<file path="src/rtl/mac_out_drain_if.sv">
// Narrow valid/ready beat bus from the MAC output drain to the fabric readout logic.
// The drain drives data/lane/last/valid; the consumer drives ready.
interface mac_out_drain_if #(
    parameter int unsigned DOUT_WIDTH = 8
);
    logic [DOUT_WIDTH-1:0] dout;
    logic [1:0]            dout_lane;
    logic                  dout_last;
    logic                  dout_valid;
    logic                  dout_ready;

    modport master (
        output dout,
        output dout_lane,
        output dout_last,
        output dout_valid,
        input  dout_ready
    );

    modport slave (
        input  dout,
        input  dout_lane,
        input  dout_last,
        input  dout_valid,
        output dout_ready
    );
endinterface

</file>
<file path="src/rtl/mac_out_drain.sv">
// Snapshot the four MAC cluster accumulators into shadow registers and stream them out
// lane by lane, LSB slice first, over a narrow valid/ready bus.
`ifndef MAC_ACC_WIDTH
`define MAC_ACC_WIDTH 32
`endif

module mac_out_drain #(
    parameter int unsigned ACC_WIDTH  = `MAC_ACC_WIDTH,
    parameter int unsigned DOUT_WIDTH = 8
) (
    input  logic                 clk,
    input  logic                 rst,
    input  logic                 snap,
    input  logic [3:0]           lane_mask,
    input  logic [ACC_WIDTH-1:0] acc0,
    input  logic [ACC_WIDTH-1:0] acc1,
    input  logic [ACC_WIDTH-1:0] acc2,
    input  logic [ACC_WIDTH-1:0] acc3,
    mac_out_drain_if.master      dbus,
    output logic                 busy,
    output logic                 overrun,
    input  logic                 clr_overrun
);

    localparam int unsigned BEATS = ACC_WIDTH / DOUT_WIDTH;
    localparam int unsigned BW    = (BEATS > 1) ? $clog2(BEATS) : 1;
    localparam logic [BW-1:0] LastBeat = BW'(BEATS - 1);

    if ((BEATS == 0) || ((ACC_WIDTH % DOUT_WIDTH) != 0)) begin : g_bad_width
        $error("ACC_WIDTH must be a nonzero multiple of DOUT_WIDTH");
    end

    typedef enum logic {StIdle, StSend} state_e;

    state_e                state_q;
    logic [ACC_WIDTH-1:0]  shadow_q [4];
    logic [3:0]            mask_q;
    logic [1:0]            lane_q;
    logic [BW-1:0]         beat_q;
    logic [DOUT_WIDTH-1:0] dout_q;
    logic                  last_q;
    logic                  valid_q;
    logic                  overrun_q;

    logic [ACC_WIDTH-1:0]  acc_in [4];
    assign acc_in[0] = acc0;
    assign acc_in[1] = acc1;
    assign acc_in[2] = acc2;
    assign acc_in[3] = acc3;

    function automatic logic [1:0] lowest_lane(input logic [3:0] m);
        logic [1:0] r;
        r = 2'd0;
        for (int i = 3; i >= 0; i--) begin
            if (m[i]) r = 2'(i);
        end
        return r;
    endfunction

    function automatic logic above_set(input logic [3:0] m, input logic [1:0] lane);
        logic r;
        r = 1'b0;
        for (int i = 0; i < 4; i++) begin
            if ((i > int'(lane)) && m[i]) r = 1'b1;
        end
        return r;
    endfunction

    function automatic logic [1:0] next_lane(input logic [3:0] m, input logic [1:0] lane);
        logic [1:0] r;
        r = lane;
        for (int i = 3; i >= 0; i--) begin
            if ((i > int'(lane)) && m[i]) r = 2'(i);
        end
        return r;
    endfunction

    logic                  fire;
    logic                  last_hs;
    logic                  snap_req;
    logic                  accept;
    logic                  drop;
    logic [1:0]            first_lane;
    logic                  first_last;
    logic [DOUT_WIDTH-1:0] first_data;
    logic [ACC_WIDTH-1:0]  first_word;
    logic [1:0]            adv_lane;
    logic [BW-1:0]         adv_beat;
    logic                  adv_last;
    logic [ACC_WIDTH-1:0]  adv_word;
    logic [DOUT_WIDTH-1:0] adv_data;

    always_comb begin
        fire       = valid_q && dbus.dout_ready;
        last_hs    = fire && last_q;
        snap_req   = snap && (lane_mask != 4'b0000);
        // A new snapshot may only replace one whose final beat is leaving this cycle.
        accept     = snap_req && ((state_q == StIdle) || last_hs);
        drop       = snap_req && !accept;

        first_lane = lowest_lane(lane_mask);
        first_last = (BEATS == 1) && !above_set(lane_mask, first_lane);
        first_word = acc_in[first_lane];
        first_data = first_word[DOUT_WIDTH-1:0];

        if (beat_q == LastBeat) begin
            adv_lane = next_lane(mask_q, lane_q);
            adv_beat = '0;
        end else begin
            adv_lane = lane_q;
            adv_beat = beat_q + BW'(1);
        end
        adv_last = (adv_beat == LastBeat) && !above_set(mask_q, adv_lane);
        adv_word = shadow_q[adv_lane];
        adv_data = adv_word[int'(adv_beat)*DOUT_WIDTH +: DOUT_WIDTH];
    end

    always_ff @(posedge clk) begin
        if (rst) begin
            state_q   <= StIdle;
            for (int i = 0; i < 4; i++) shadow_q[i] <= '0;
            mask_q    <= 4'b0000;
            lane_q    <= 2'd0;
            beat_q    <= '0;
            dout_q    <= '0;
            last_q    <= 1'b0;
            valid_q   <= 1'b0;
            overrun_q <= 1'b0;
        end else begin
            if (accept) begin
                for (int i = 0; i < 4; i++) shadow_q[i] <= acc_in[i];
                mask_q  <= lane_mask;
                lane_q  <= first_lane;
                beat_q  <= '0;
                dout_q  <= first_data;
                last_q  <= first_last;
                valid_q <= 1'b1;
                state_q <= StSend;
            end else begin
                unique case (state_q)
                    StIdle: begin
                        valid_q <= 1'b0;
                    end
                    StSend: begin
                        if (fire) begin
                            if (last_q) begin
                                valid_q <= 1'b0;
                                last_q  <= 1'b0;
                                state_q <= StIdle;
                            end else begin
                                lane_q <= adv_lane;
                                beat_q <= adv_beat;
                                dout_q <= adv_data;
                                last_q <= adv_last;
                            end
                        end
                    end
                    default: state_q <= StIdle;
                endcase
            end

            if (drop) begin
                overrun_q <= 1'b1;
            end else if (clr_overrun) begin
                overrun_q <= 1'b0;
            end
        end
    end

    assign dbus.dout       = dout_q;
    assign dbus.dout_lane  = lane_q;
    assign dbus.dout_last  = last_q;
    assign dbus.dout_valid = valid_q;
    assign busy            = valid_q;
    assign overrun         = overrun_q;

endmodule

</file>
<file path="src/flat_wrapper.sv">
// flat-port wrapper written by rule: the top's interface ports become plain ports
module mac_out_drain_flat 
#(
    parameter int unsigned ACC_WIDTH  = `MAC_ACC_WIDTH,
    parameter int unsigned DOUT_WIDTH = 8
)
  (clk, rst, snap, lane_mask, acc0, acc1, acc2, acc3, busy, overrun, clr_overrun, dbus_dout, dbus_dout_lane, dbus_dout_last, dbus_dout_valid, dbus_dout_ready);
  mac_out_drain_if #(.DOUT_WIDTH(DOUT_WIDTH)) dbus_i ();
  input  logic clk;
  input  logic rst;
  input  logic snap;
  input  logic [3:0] lane_mask;
  input  logic [ACC_WIDTH-1:0] acc0;
  input  logic [ACC_WIDTH-1:0] acc1;
  input  logic [ACC_WIDTH-1:0] acc2;
  input  logic [ACC_WIDTH-1:0] acc3;
  output logic busy;
  output logic overrun;
  input  logic clr_overrun;
  output wire logic [$bits(dbus_i.dout)-1:0] dbus_dout;
  output wire logic [$bits(dbus_i.dout_lane)-1:0] dbus_dout_lane;
  output wire logic [$bits(dbus_i.dout_last)-1:0] dbus_dout_last;
  output wire logic [$bits(dbus_i.dout_valid)-1:0] dbus_dout_valid;
  input wire logic [$bits(dbus_i.dout_ready)-1:0] dbus_dout_ready;
  assign dbus_dout = dbus_i.dout;
  assign dbus_dout_lane = dbus_i.dout_lane;
  assign dbus_dout_last = dbus_i.dout_last;
  assign dbus_dout_valid = dbus_i.dout_valid;
  assign dbus_i.dout_ready = dbus_dout_ready;
  mac_out_drain #(.ACC_WIDTH(ACC_WIDTH), .DOUT_WIDTH(DOUT_WIDTH)) u_core (.clk(clk), .rst(rst), .snap(snap), .lane_mask(lane_mask), .acc0(acc0), .acc1(acc1), .acc2(acc2), .acc3(acc3), .dbus(dbus_i), .busy(busy), .overrun(overrun), .clr_overrun(clr_overrun));
endmodule
</file>
<file path="config.mk">
export PLATFORM = sky130hd
export DESIGN_NAME = mac_out_drain_flat
export DESIGN_NICKNAME = d
export VERILOG_FILES = /design/src/rtl/mac_out_drain_if.sv /design/src/rtl/mac_out_drain.sv /design/src/flat_wrapper.sv
export SDC_FILE = /design/constraint.sdc
export NUM_CORES = 1
export LEC_CHECK = 0
export ABC_AREA = 1
export CORE_ASPECT_RATIO = 0.75
export CORE_UTILIZATION = 49
export CTS_CLUSTER_DIAMETER = 100
export DETAILED_ROUTE_END_ITERATION = 12
export PLACE_DENSITY = 0.74
export SETUP_SLACK_MARGIN = 0.3
export SLEW_MARGIN = 20
export SYNTH_ARGS = -nofsm -noshare
export SYNTH_HDL_FRONTEND = slang
export SYNTH_SLANG_ARGS = --single-unit
</file>
<file path="constraint.sdc">
create_clock -name clk -period 6.2 [get_ports clk]
set_clock_uncertainty 0.05 [all_clocks]
set_input_delay 1.24 -clock clk [delete_from_list [all_inputs] [get_ports clk]]
set_output_delay 1.24 -clock clk [all_outputs]
set_load 0.02 [all_outputs]
</file>
==> results.py <==
metrics = {
    "critical_path": {
        "critical-path-top-delay-family": "buffers and inverters",
        "cp.required_ps": 6300,
        "cp_num_buf_inv": 3,
        "start_kind": "input pin",
        "crit_chain": "clkdlybuf4s50_1 -> nor2_1 -> a31oi_1 -> nand2_1 -> clkinv_1 -> nand2_4 -> buf_4 -> nor2_1",
        "cp_max_fo": 68,
        "crit_top_cell": "nor2_1",
        "slowest_stage": "nand2_4",
        "arrival_ps": 4180,
        "worstSetupEndpointType": "register",
        "max_stage_delay_ps": 700,
        "worstSetupPathType": "input pin to register",
    },
    "logic_synthesis": {
        "ys.flop_type": "edfxtp_1",
        "syn_nets": 1050,
        "yosysTopAreaCellShare_pct": 50.8,
        "synthTopCellsByCount": "inv_1, nor2_1, nand2_1, edfxtp_1, nand3_1",
        "syn_avg_cell_area_um2": 8.30,
        "yosysSeqAreaShare_pct": 55.8,
        "syn_inst": 911,
        "synth-async-reset-ratio_pct": 0,
        "synth_edf_count": 128,
        "synth_largest_area_cell": "edfxtp_1",
        "post-synth-top-count-cell": "inv_1",
        "yosys_warnings": 0,
        "synth.distinct_cells": 30,
        "yosys-top-cells-area": "edfxtp_1, inv_1, nor2_1",
        "yosys_register_bits": 147,
        "synth.cell_area_mm2": 0.00756,
    },
    "placement": {
        "dp_hpwl_mm": 13.9,
        "gp_congestion": 0.887,
        "place_area_mm2": 0.00914,
        "port_buffers": 150,
    },
    "die": {
        "die_w_um": 145,
        "coreArea_mm2": 0.0148,
        "fp.dieH_um": 110,
        "die-area_mm2": 0.0159,
        "ioPinCount": 151,
        "rows": 38,
        "start_util_pct": 51.2,
    },
    "cells_and_area": {
        "fin_area_mm2": 0.00980,
        "nets": 1176,
        "layout-drive-gt1-share_pct": 4.57,
        "diodes": 0,
        "syn2layout_area_growth_pct": 29.6,
    },
    "pwr": {
        "p_per_area_mw_per_mm2": 279,
        "vdd_drop_max_mv": 0.226,
        "power_switching_mw": 0.654,
        "p_int_mw": 2.08,
        "p_clk_share_pct": 42.6,
        "switching_share_pct": 23.9,
        "leakage_nw": 4.45,
        "p_comb_share_pct": 13.9,
        "power_frac_seq_pct": 43.5,
    },
    "clock_tree": {
        "cts_tree": "done",
        "clk_latency_ps": 420,
        "cts_buffer_depth": 2,
        "cts_max_level": 4,
        "cts_buffers": 17,
        "post-cts-setup-buffers": 0,
        "cts_sinks": 147,
        "cts-resized-gates": 0,
        "cts.clk_slew.worst_paths_ps": 60,
        "cts_root_buffer": "clkbuf_16",
        "cts_hold_buf": 0,
    },
    "sta": {
        "fin_crit_ps": 4070,
        "rsz0062_at_grt": "false",
        "slew-limit-headroom_pct": 33.2,
        "setup_viol_count_final": 0,
        "whs_ps": 416,
        "max_freq_mhz": 246,
        "setup_tns_ps": 0,
        "min_period_over_period_pct": 65.7,
        "final_hold_viol_count": 0,
        "worst_slew_pin_slew_ps": 999,
        "maxSlewViolCount": 0,
    },
    "grt": {
        "gr-total-overflow": 0,
        "grt_max_degree": 72,
        "grt_first_pass_wirelength_mm": 32.5,
        "grt_pass1_vias": 6196,
        "antenna_found_initial": 0,
        "grt.total_usage_pct": 27.1,
    },
    "outcome": {
        "outcome": "finished, final reports clean",
    },
    "drt": {
        "dr.pass1.iters": 8,
        "wl_per_cell_um": 16.7,
        "wl_mm": 20.9,
        "drc_errors": 0,
        "vias_per_cell": 5.29,
        "ant_nets": 0,
        "drtIter0Drc": 779,
        "vias": 6613,
    },
    "flow_run": {
        "maxCapViolations": 0,
    },
    "hold_path": {
        "hold_class": "register to register",
    },
}
## per-layer routing
layer / up-vias / GRT usage [%] / share of wire (%)
li1: 3153 / - / -
met1: 3054 / 37.4 / 43
met2: 376 / 41.9 / 44
met3: 30 / 7.14 / 11
met4: 0 / 8.72 / 1.8
met5: - / 0 / 0
## cell families (layout without fill, tap and decap cells)
| family | Yosys count | count (layout) | share of synthesized area [%] |
|---|---|---|---|
| compound gates | 74 | 74 | 5.24 |
| fa+ha+maj | 2 | 2 | 0.331 |
| buf+inv | 264 | 403 | 14.0 |
| flops | 147 | 147 | 55.8 |
| simple gates | 424 | 424 | 24.6 |
## metrics by stage
step / power, mW / util, % / setup WS, ps / instances
floorplan: 1.41 / - / 1170 / 911
global placement: 1.57 / 61.8 / 1860 / 1218
detailed placement: 1.58 / 61.8 / 1740 / 1218
CTS: 2.72 / 66.3 / 2180 / 1250
global route: 2.81 / 66.3 / 1880 / 1250
finish: 2.73 / 66.3 / 2130 / 1250
## power groups by stage
stage	combinational [mW]	clock, mW	sequential (mW)
2_1_floorplan	0.191	0	1.22
3_3_place_gp	0.364	0	1.21
3_5_place_dp	0.368	0	1.21
4_1_cts	0.373	1.16	1.19
5_1_grt	0.415	1.20	1.20
6_report	0.378	1.16	1.19
## layout by cell type (no fill, tap or decap), drive strengths merged
| master | synthesis | layout |
|---|---|---|
| o22ai | 3 | 3 |
| o21ai | 27 | 27 |
| nor3 | 1 | 1 |
| nand4 | 52 | 52 |
| inv | 214 | 214 |
| bufinv | 0 | 6 |
| edfxtp | 128 | 128 |
| nand3b | 1 | 1 |
| clkinv | 2 | 5 |
| buf | 34 | 5 |
| nor2 | 143 | 143 |
| a21oi | 35 | 35 |
| clkbuf | 14 | 19 |
| o2111ai | 1 | 1 |
| o211ai | 5 | 5 |
| dfxtp | 19 | 19 |
| ha | 2 | 2 |
| a22oi | 1 | 1 |
| nand2 | 145 | 145 |
| o21a | 1 | 1 |
| a31oi | 1 | 1 |
| clkdlybuf4s50 | 0 | 150 |
| clkinvlp | 0 | 4 |
| nand3 | 82 | 82 |
## path summary, 6_finish.rpt
| kind | from | to | slack, ps | cells past startpoint |
|---|---|---|---|---|
| max | lane_mask[3] | u_core.shadow_q[0][2] | 2130 | 8 |
| min | u_core.dbus.dout[1] | u_core.dbus.dout[1] | 420 | 2 |
| max reg2reg | u_core.beat_q[0] | u_core.dbus.dout[0] | 2290 | 13 |
| min reg2reg | u_core.dbus.dout[1] | u_core.dbus.dout[1] | 420 | 2 |
## sequential cells by signal (all words and copies together) (netlist names)
name	cells
u_core.mask_q	3
u_core.shadow_q	128
u_core.beat_q	2
u_core.dbus.dout	8
u_core.busy	1
u_core.dbus.dout_last	1
u_core.state_q	1
u_core.overrun	1
u_core.dbus.dout_lane	2
## worst register-to-register path: cells and delay by family, from the launching register on
family	cells	cell delay, ps
simple gates	10	2510
flops	1	340
buf+inv	1	550
fa+ha+maj	1	280
compound gates	1	130
## final cells by class
cell class	instances	area (um^2)
sequential	147	4220
multi-input combinational	500	2300
fill	1230	4990
inverter	216	811
timing repair buffer	155	1550
clock buffer	19	433
clock inverter	13	233
tap	200	250
(Power assumes the default switching activity.)
